`src/rtl/clock_ctrl.sv`:
```
// clock_ctrl
// ----------
// Time-of-day controller for the digital clock. Divides in_clk down to a
// one-second tick, runs the cascaded seconds/minutes/hours counters
// (00:00:00 .. 23:59:59) and hosts the RUN / SET_HOUR / SET_MIN mode FSM
// that lets the user set hours and minutes with two buttons. The BCD digits
// are registered and drive the display decoders directly.
//
// Parameters:
//   TICK_DIV  in_clk cycles per one-second tick (even, >= 4)
//
// Ports:
//   in_clk    system clock, all state changes on its rising edge
//   rst       synchronous active-high reset
//   mode_btn  debounced level; rising edge advances the mode
//   inc_btn   debounced level; rising edge increments the selected field
//   mode      2'b00 RUN, 2'b01 SET_HOUR, 2'b10 SET_MIN
//   sec_tick  one-cycle pulse in the first cycle a new seconds value shows
//   h10..s1   BCD digits of hours, minutes and seconds
//
// Build option:
//   CLOCK_CTRL_BLINK_EN  when defined, the field being set blinks (4'hF is
//                        the blank code) with a half period of TICK_DIV/2.

module clock_ctrl #(
    parameter int TICK_DIV = 50000000
) (
    input  logic       in_clk,
    input  logic       rst,
    input  logic       mode_btn,
    input  logic       inc_btn,
    output logic [1:0] mode,
    output logic       sec_tick,
    output logic [3:0] h10,
    output logic [3:0] h1,
    output logic [3:0] m10,
    output logic [3:0] m1,
    output logic [3:0] s10,
    output logic [3:0] s1
);

    localparam int            CW      = (TICK_DIV > 1) ? $clog2(TICK_DIV) : 1;
    localparam logic [CW-1:0] CNT_MAX = CW'(TICK_DIV - 1);

    typedef enum logic [1:0] {
        RUN      = 2'b00,
        SET_HOUR = 2'b01,
        SET_MIN  = 2'b10
    } state_t;

    state_t        state, state_n;
    logic [CW-1:0] cnt, cnt_n;
    logic [7:0]    hh, hh_n;
    logic [7:0]    mm, mm_n;
    logic [7:0]    ss, ss_n;
    logic          tick_n;
    logic          mode_hist, inc_hist;
    logic          mode_edge, inc_edge;

    // Seconds/minutes share one BCD incrementer that wraps 59 -> 00.
    function automatic logic [7:0] bcd60_inc(input logic [7:0] v);
        logic [7:0] r;
        if (v[3:0] == 4'd9) begin
            r[3:0] = 4'd0;
            r[7:4] = (v[7:4] == 4'd5) ? 4'd0 : v[7:4] + 4'd1;
        end else begin
            r = {v[7:4], v[3:0] + 4'd1};
        end
        return r;
    endfunction

    // Hours wrap 23 -> 00 rather than at a digit boundary.
    function automatic logic [7:0] bcd24_inc(input logic [7:0] v);
        logic [7:0] r;
        if (v == 8'h23) begin
            r = 8'h00;
        end else if (v[3:0] == 4'd9) begin
            r = {v[7:4] + 4'd1, 4'd0};
        end else begin
            r = {v[7:4], v[3:0] + 4'd1};
        end
        return r;
    endfunction

    assign mode_edge = mode_btn & ~mode_hist;
    assign inc_edge  = inc_btn & ~inc_hist;

    // Next-state logic for the mode FSM, the prescaler and the time fields.
    // A mode edge always takes priority, so a simultaneous inc edge is
    // dropped and a tick coinciding with entry to SET_HOUR is discarded.
    always_comb begin
        state_n = state;
        cnt_n   = cnt;
        hh_n    = hh;
        mm_n    = mm;
        ss_n    = ss;
        tick_n  = 1'b0;
        case (state)
            RUN: begin
                if (mode_edge) begin
                    state_n = SET_HOUR;
                    cnt_n   = '0;
                end else if (cnt == CNT_MAX) begin
                    cnt_n  = '0;
                    tick_n = 1'b1;
                    ss_n   = bcd60_inc(ss);
                    if (ss == 8'h59) begin
                        mm_n = bcd60_inc(mm);
                        if (mm == 8'h59) begin
                            hh_n = bcd24_inc(hh);
                        end
                    end
                end else begin
                    cnt_n = cnt + CW'(1);
                end
            end
            SET_HOUR: begin
                cnt_n = '0;
                if (mode_edge) begin
                    state_n = SET_MIN;
                end else if (inc_edge) begin
                    hh_n = bcd24_inc(hh);
                end
            end
            SET_MIN: begin
                cnt_n = '0;
                if (mode_edge) begin
                    state_n = RUN;
                    ss_n    = 8'h00;
                end else if (inc_edge) begin
                    mm_n = bcd60_inc(mm);
                end
            end
            default: begin
                state_n = RUN;
                cnt_n   = '0;
            end
        endcase
    end

    // State register. Button history follows the inputs even during reset so
    // that a button held through reset does not register as an edge.
    always_ff @(posedge in_clk) begin
        mode_hist <= mode_btn;
        inc_hist  <= inc_btn;
        if (rst) begin
            state    <= RUN;
            cnt      <= '0;
            hh       <= 8'h00;
            mm       <= 8'h00;
            ss       <= 8'h00;
            sec_tick <= 1'b0;
        end else begin
            state    <= state_n;
            cnt      <= cnt_n;
            hh       <= hh_n;
            mm       <= mm_n;
            ss       <= ss_n;
            sec_tick <= tick_n;
        end
    end

    assign mode = state;
    assign s10  = ss[7:4];
    assign s1   = ss[3:0];

`ifdef CLOCK_CTRL_BLINK_EN
    localparam int            HALF     = TICK_DIV / 2;
    localparam int            BW       = (HALF > 1) ? $clog2(HALF) : 1;
    localparam logic [BW-1:0] BLINK_MAX = BW'(HALF - 1);

    logic [BW-1:0] blink_cnt, blink_cnt_n;
    logic          show, show_n;
    logic          blink_restart;
    logic [7:0]    disp_hh, disp_mm;

    // Restart the blink phase with the value visible whenever a SET state is
    // entered or an inc is accepted, so the user sees the new value at once.
    assign blink_restart = ((state_n == SET_HOUR || state_n == SET_MIN) && state_n != state)
                         || ((state == SET_HOUR || state == SET_MIN) && inc_edge && !mode_edge);

    // Free-running half-period counter toggling the show phase.
    always_comb begin
        blink_cnt_n = blink_cnt + BW'(1);
        show_n      = show;
        if (blink_restart) begin
            blink_cnt_n = '0;
            show_n      = 1'b1;
        end else if (blink_cnt == BLINK_MAX) begin
            blink_cnt_n = '0;
            show_n      = ~show;
        end
    end

    // Display registers for hours/minutes, blanked from next-state values so
    // the blanked digits stay aligned with the stored time.
    always_ff @(posedge in_clk) begin
        if (rst) begin
            blink_cnt <= '0;
            show      <= 1'b1;
            disp_hh   <= 8'h00;
            disp_mm   <= 8'h00;
        end else begin
            blink_cnt <= blink_cnt_n;
            show      <= show_n;
            disp_hh   <= (state_n == SET_HOUR && !show_n) ? 8'hFF : hh_n;
            disp_mm   <= (state_n == SET_MIN  && !show_n) ? 8'hFF : mm_n;
        end
    end

    assign h10 = disp_hh[7:4];
    assign h1  = disp_hh[3:0];
    assign m10 = disp_mm[7:4];
    assign m1  = disp_mm[3:0];
`else
    assign h10 = hh[7:4];
    assign h1  = hh[3:0];
    assign m10 = mm[7:4];
    assign m1  = mm[3:0];
`endif

endmodule

```
`config.mk`:
```
export PLATFORM = sky130hd
export DESIGN_NAME = clock_ctrl
export DESIGN_NICKNAME = d
export VERILOG_FILES = /design/src/rtl/clock_ctrl.sv
export SDC_FILE = /design/constraint.sdc
export NUM_CORES = 1
export LEC_CHECK = 0
export CAP_MARGIN = 20
export CORE_MARGIN = 4
export CORE_UTILIZATION = 30
export DETAILED_ROUTE_END_ITERATION = 10
export PLACE_DENSITY = 0.51
export SYNTH_ARGS = -nofsm -noshare
export SYNTH_HDL_FRONTEND = slang
export SYNTH_SLANG_ARGS = --single-unit
```
`constraint.sdc`:
```
create_clock -name in_clk -period 2.4 [get_ports in_clk]
set_input_delay 0.48 -clock in_clk [delete_from_list [all_inputs] [get_ports in_clk]]
set_output_delay 0.48 -clock in_clk [all_outputs]
set_load 0.05 [all_outputs]
```
==> results.json <==
{
  "p_sw_share_pct": 21.68,
  "grt_max_degree": 26,
  "grt_pass1_wl_mm": 9.715,
  "synth_area_mm2": 0.002648,
  "cts_buffers": 5,
  "dpl.hpwl_mm": 4.177,
  "syn_inst": 305,
  "seqPwrFrac_pct": 57.7,
  "layout_common_cells": "dfxtp_1, nor2_1, clkdlybuf4s50_1",
  "finalNetCount": 366,
  "timing.final.crit_period_ns": 2.187,
  "holdWs_ns": 0.4600,
  "fmax_ghz": 0.4572,
  "p_leak_nw": 1.142,
  "post_cts_buffers": 0,
  "cts_resized": 0,
  "period_share_pct": 91.13,
  "drt-total-wl_mm": 5.666,
  "viasPerCell": 4.779,
  "avgRoutedWirePerCell_um": 12.29,
  "outcome": "complete, no violations",
  "place_congestion": 0.7530,
  "antenna_found_initial": 0,
  "layout_commonest_cell": "dfxtp_1",
  "synthFlopType": "dfxtp_1",
  "synthArstFlopShare_pct": 0,
  "vias": 2203,
  "cp_top_family": "buffers and inverters",
  "area_growth_pct": 24.10,
  "cts-root-buf": "clkbuf_8",
  "clock_latency_ns": 0.30,
  "p_clk_share_pct": 37.1,
  "setup_viol": 0,
  "io_buffers": 30,
  "io_pins": 31,
  "p_comb_share_pct": 5.2,
  "num_antenna_cells": 0,
  "cts_buffer_depth": 2,
  "drc": 0,
  "grt_pass1_vias": 1994,
  "drive_gt1_share_pct": 10.20,
  "htreeDepth": 2,
  "cp_slowest_stage_delay_ns": 0.88,
  "synth_seq_cells": 55,
  "core_area_mm2": 0.008636,
  "drt_iter0_drc": 59,
  "powerDensity_mw_per_mm2": 489.3,
  "ir_drop_uv": 219.1,
  "internal_power_w": 0.001259,
  "syn-num-nets": 318,
  "setup_tns_ns": 0,
  "design_power_total_w": 0.001608,
  "die_w_um": 101.9,
  "numClockSinks": 55,
  "yosysUniqueCellTypes": 49,
  "fin_skew_ns": 0.01147,
  "path_clk_slew_ns": 0.10,
  "cp.arrival_ns": 1.71,
  "fin_cells": 461,
  "p_switching_w": 0.0003486,
  "fin_util_pct": 38.05,
  "firstDrtPassIters": 4,
  "yosysWarnings": 0,
  "critPathRequiredTime_ns": 1.92,
  "slowest_stage": "clkdlybuf4s50_1",
  "synth-seq-area-share_pct": 41.59,
  "crit_fanout": 10,
  "startpoint_type": "register",
  "dieArea_mm2": 0.01039,
  "path_cells": "clkdlybuf4s50_1",
  "synth_edf_count": 0,
  "dpl.cell_count": 454,
  "initial_utilization_pct": 30.66,
  "max_slew.worst_pin.slew_ns": 0.8364,
  "hold_viol_final": 0,
  "grt_setup_unrepaired": "false",
  "tritoncts": "done",
  "postCtsHoldBufs": 0,
  "antenna_left": 0,
  "crit_path_end_kind": "output port",
  "hp-class": "reg2reg",
  "grt_use_total_pct": 11.44,
  "drv_slew": 0,
  "placement_rows": 34,
  "dieHeight_um": 101.9,
  "crit_buf_inv": 1,
  "syn_area_per_cell_um2": 8.680,
  "slew-limit-headroom_pct": 43.98,
  "grt-ovfl-total": 0,
  "path_class": "reg2out",
  "drv_cap": 0
}
-- final cells by class --
| type | count | area (µm²) |
|---|---|---|
| Fill cell | 910 | 5350 |
| Multi-Input combinational cell | 235 | 1489 |
| Sequential cell | 55 | 1101 |
| Timing Repair Buffer | 46 | 420.4 |
| Tap cell | 108 | 135.1 |
| Clock buffer | 6 | 72.57 |
| Inverter | 10 | 37.54 |
| Clock inverter | 1 | 30.03 |
-- power by group through the flow --
stage	Combinational [W]	Clock, W	Sequential, W
after global placement	0.0000839	0	0.000949
after detailed placement	0.0000842	0	0.000949
after floorplan	0.0000417	0	0.000955
after CTS	0.0000845	0.000625	0.000928
after global routing	0.0000925	0.000657	0.000929
final	0.0000833	0.000597	0.000928
-- state kept, by name, indices dropped and copies added (netlist names) --
| register | count |
|---|---|
| mode | 2 |
| hh | 8 |
| inc_hist | 1 |
| mode_hist | 1 |
| cnt | 26 |
| ss | 8 |
| sec_tick | 1 |
| mm | 8 |
-- path summary, 6_finish.rpt --
| check | start | to | slack [ns] | depth (start not counted) |
|---|---|---|---|---|
| worst max-delay path | mode[1] | mode[1] | 0.21 | 1 |
| worst min-delay path | cnt[0] | cnt[0] | 0.46 | 1 |
| worst max register to register | cnt[0] | mm[5] | 0.22 | 7 |
| worst min register to register | cnt[0] | cnt[0] | 0.46 | 1 |
-- cell usage after synthesis (7+ instances only) --
cell type / n / area share [%]
xnor2_1: 14 / 4.6
nor2_1: 50 / 7.1
o31ai_1: 7 / 2.0
ha_1: 9 / 4.3
a21oi_1: 11 / 2.1
nand3b_1: 7 / 2.0
nor3_1: 10 / 1.9
inv_1: 10 / 1.4
nand4_1: 9 / 2.1
nand3_1: 11 / 2.1
nand2_1: 29 / 4.1
o21ai_0: 10 / 1.9
xor2_1: 15 / 5.0
dfxtp_1: 55 / 42
-- metal layers --
metal,part of all wire (%),track usage (%),up-vias
met3,3.4,2.526,5
met4,1.0,2.725,0
met1,53,17.30,1001
met2,43,16.50,26
met5,0,0,-
li1,-,-,1171
-- logic make-up (layout without fill, tap and decap cells) --
| group | after synthesis | count (layout) | share of synthesized area [%] |
|---|---|---|---|
| AOI/OAI and AO/OA | 41 | 41 | 10.45 |
| xor gates and xnor gates | 29 | 29 | 9.594 |
| adders and majority gates | 9 | 9 | 4.253 |
| buffers and inverters | 15 | 63 | 2.174 |
| DFF | 55 | 55 | 41.59 |
| muxes | 1 | 1 | 0.3781 |
| and+or+nand+nor | 155 | 155 | 31.57 |
-- through the flow --
| step | setup WS, ns | cell area (µm²) |
|---|---|---|
| 2_1_floorplan | 0.1179 | 2648 |
| 3_3_place_gp | -0.05068 | 3183 |
| 3_5_place_dp | -0.07119 | 3183 |
| 6_report | 0.2129 | 3286 |
| 5_1_grt | 0.03007 | 3286 |
| 4_1_cts | 0.1811 | 3286 |
Power figures use the tool's default switching activity.
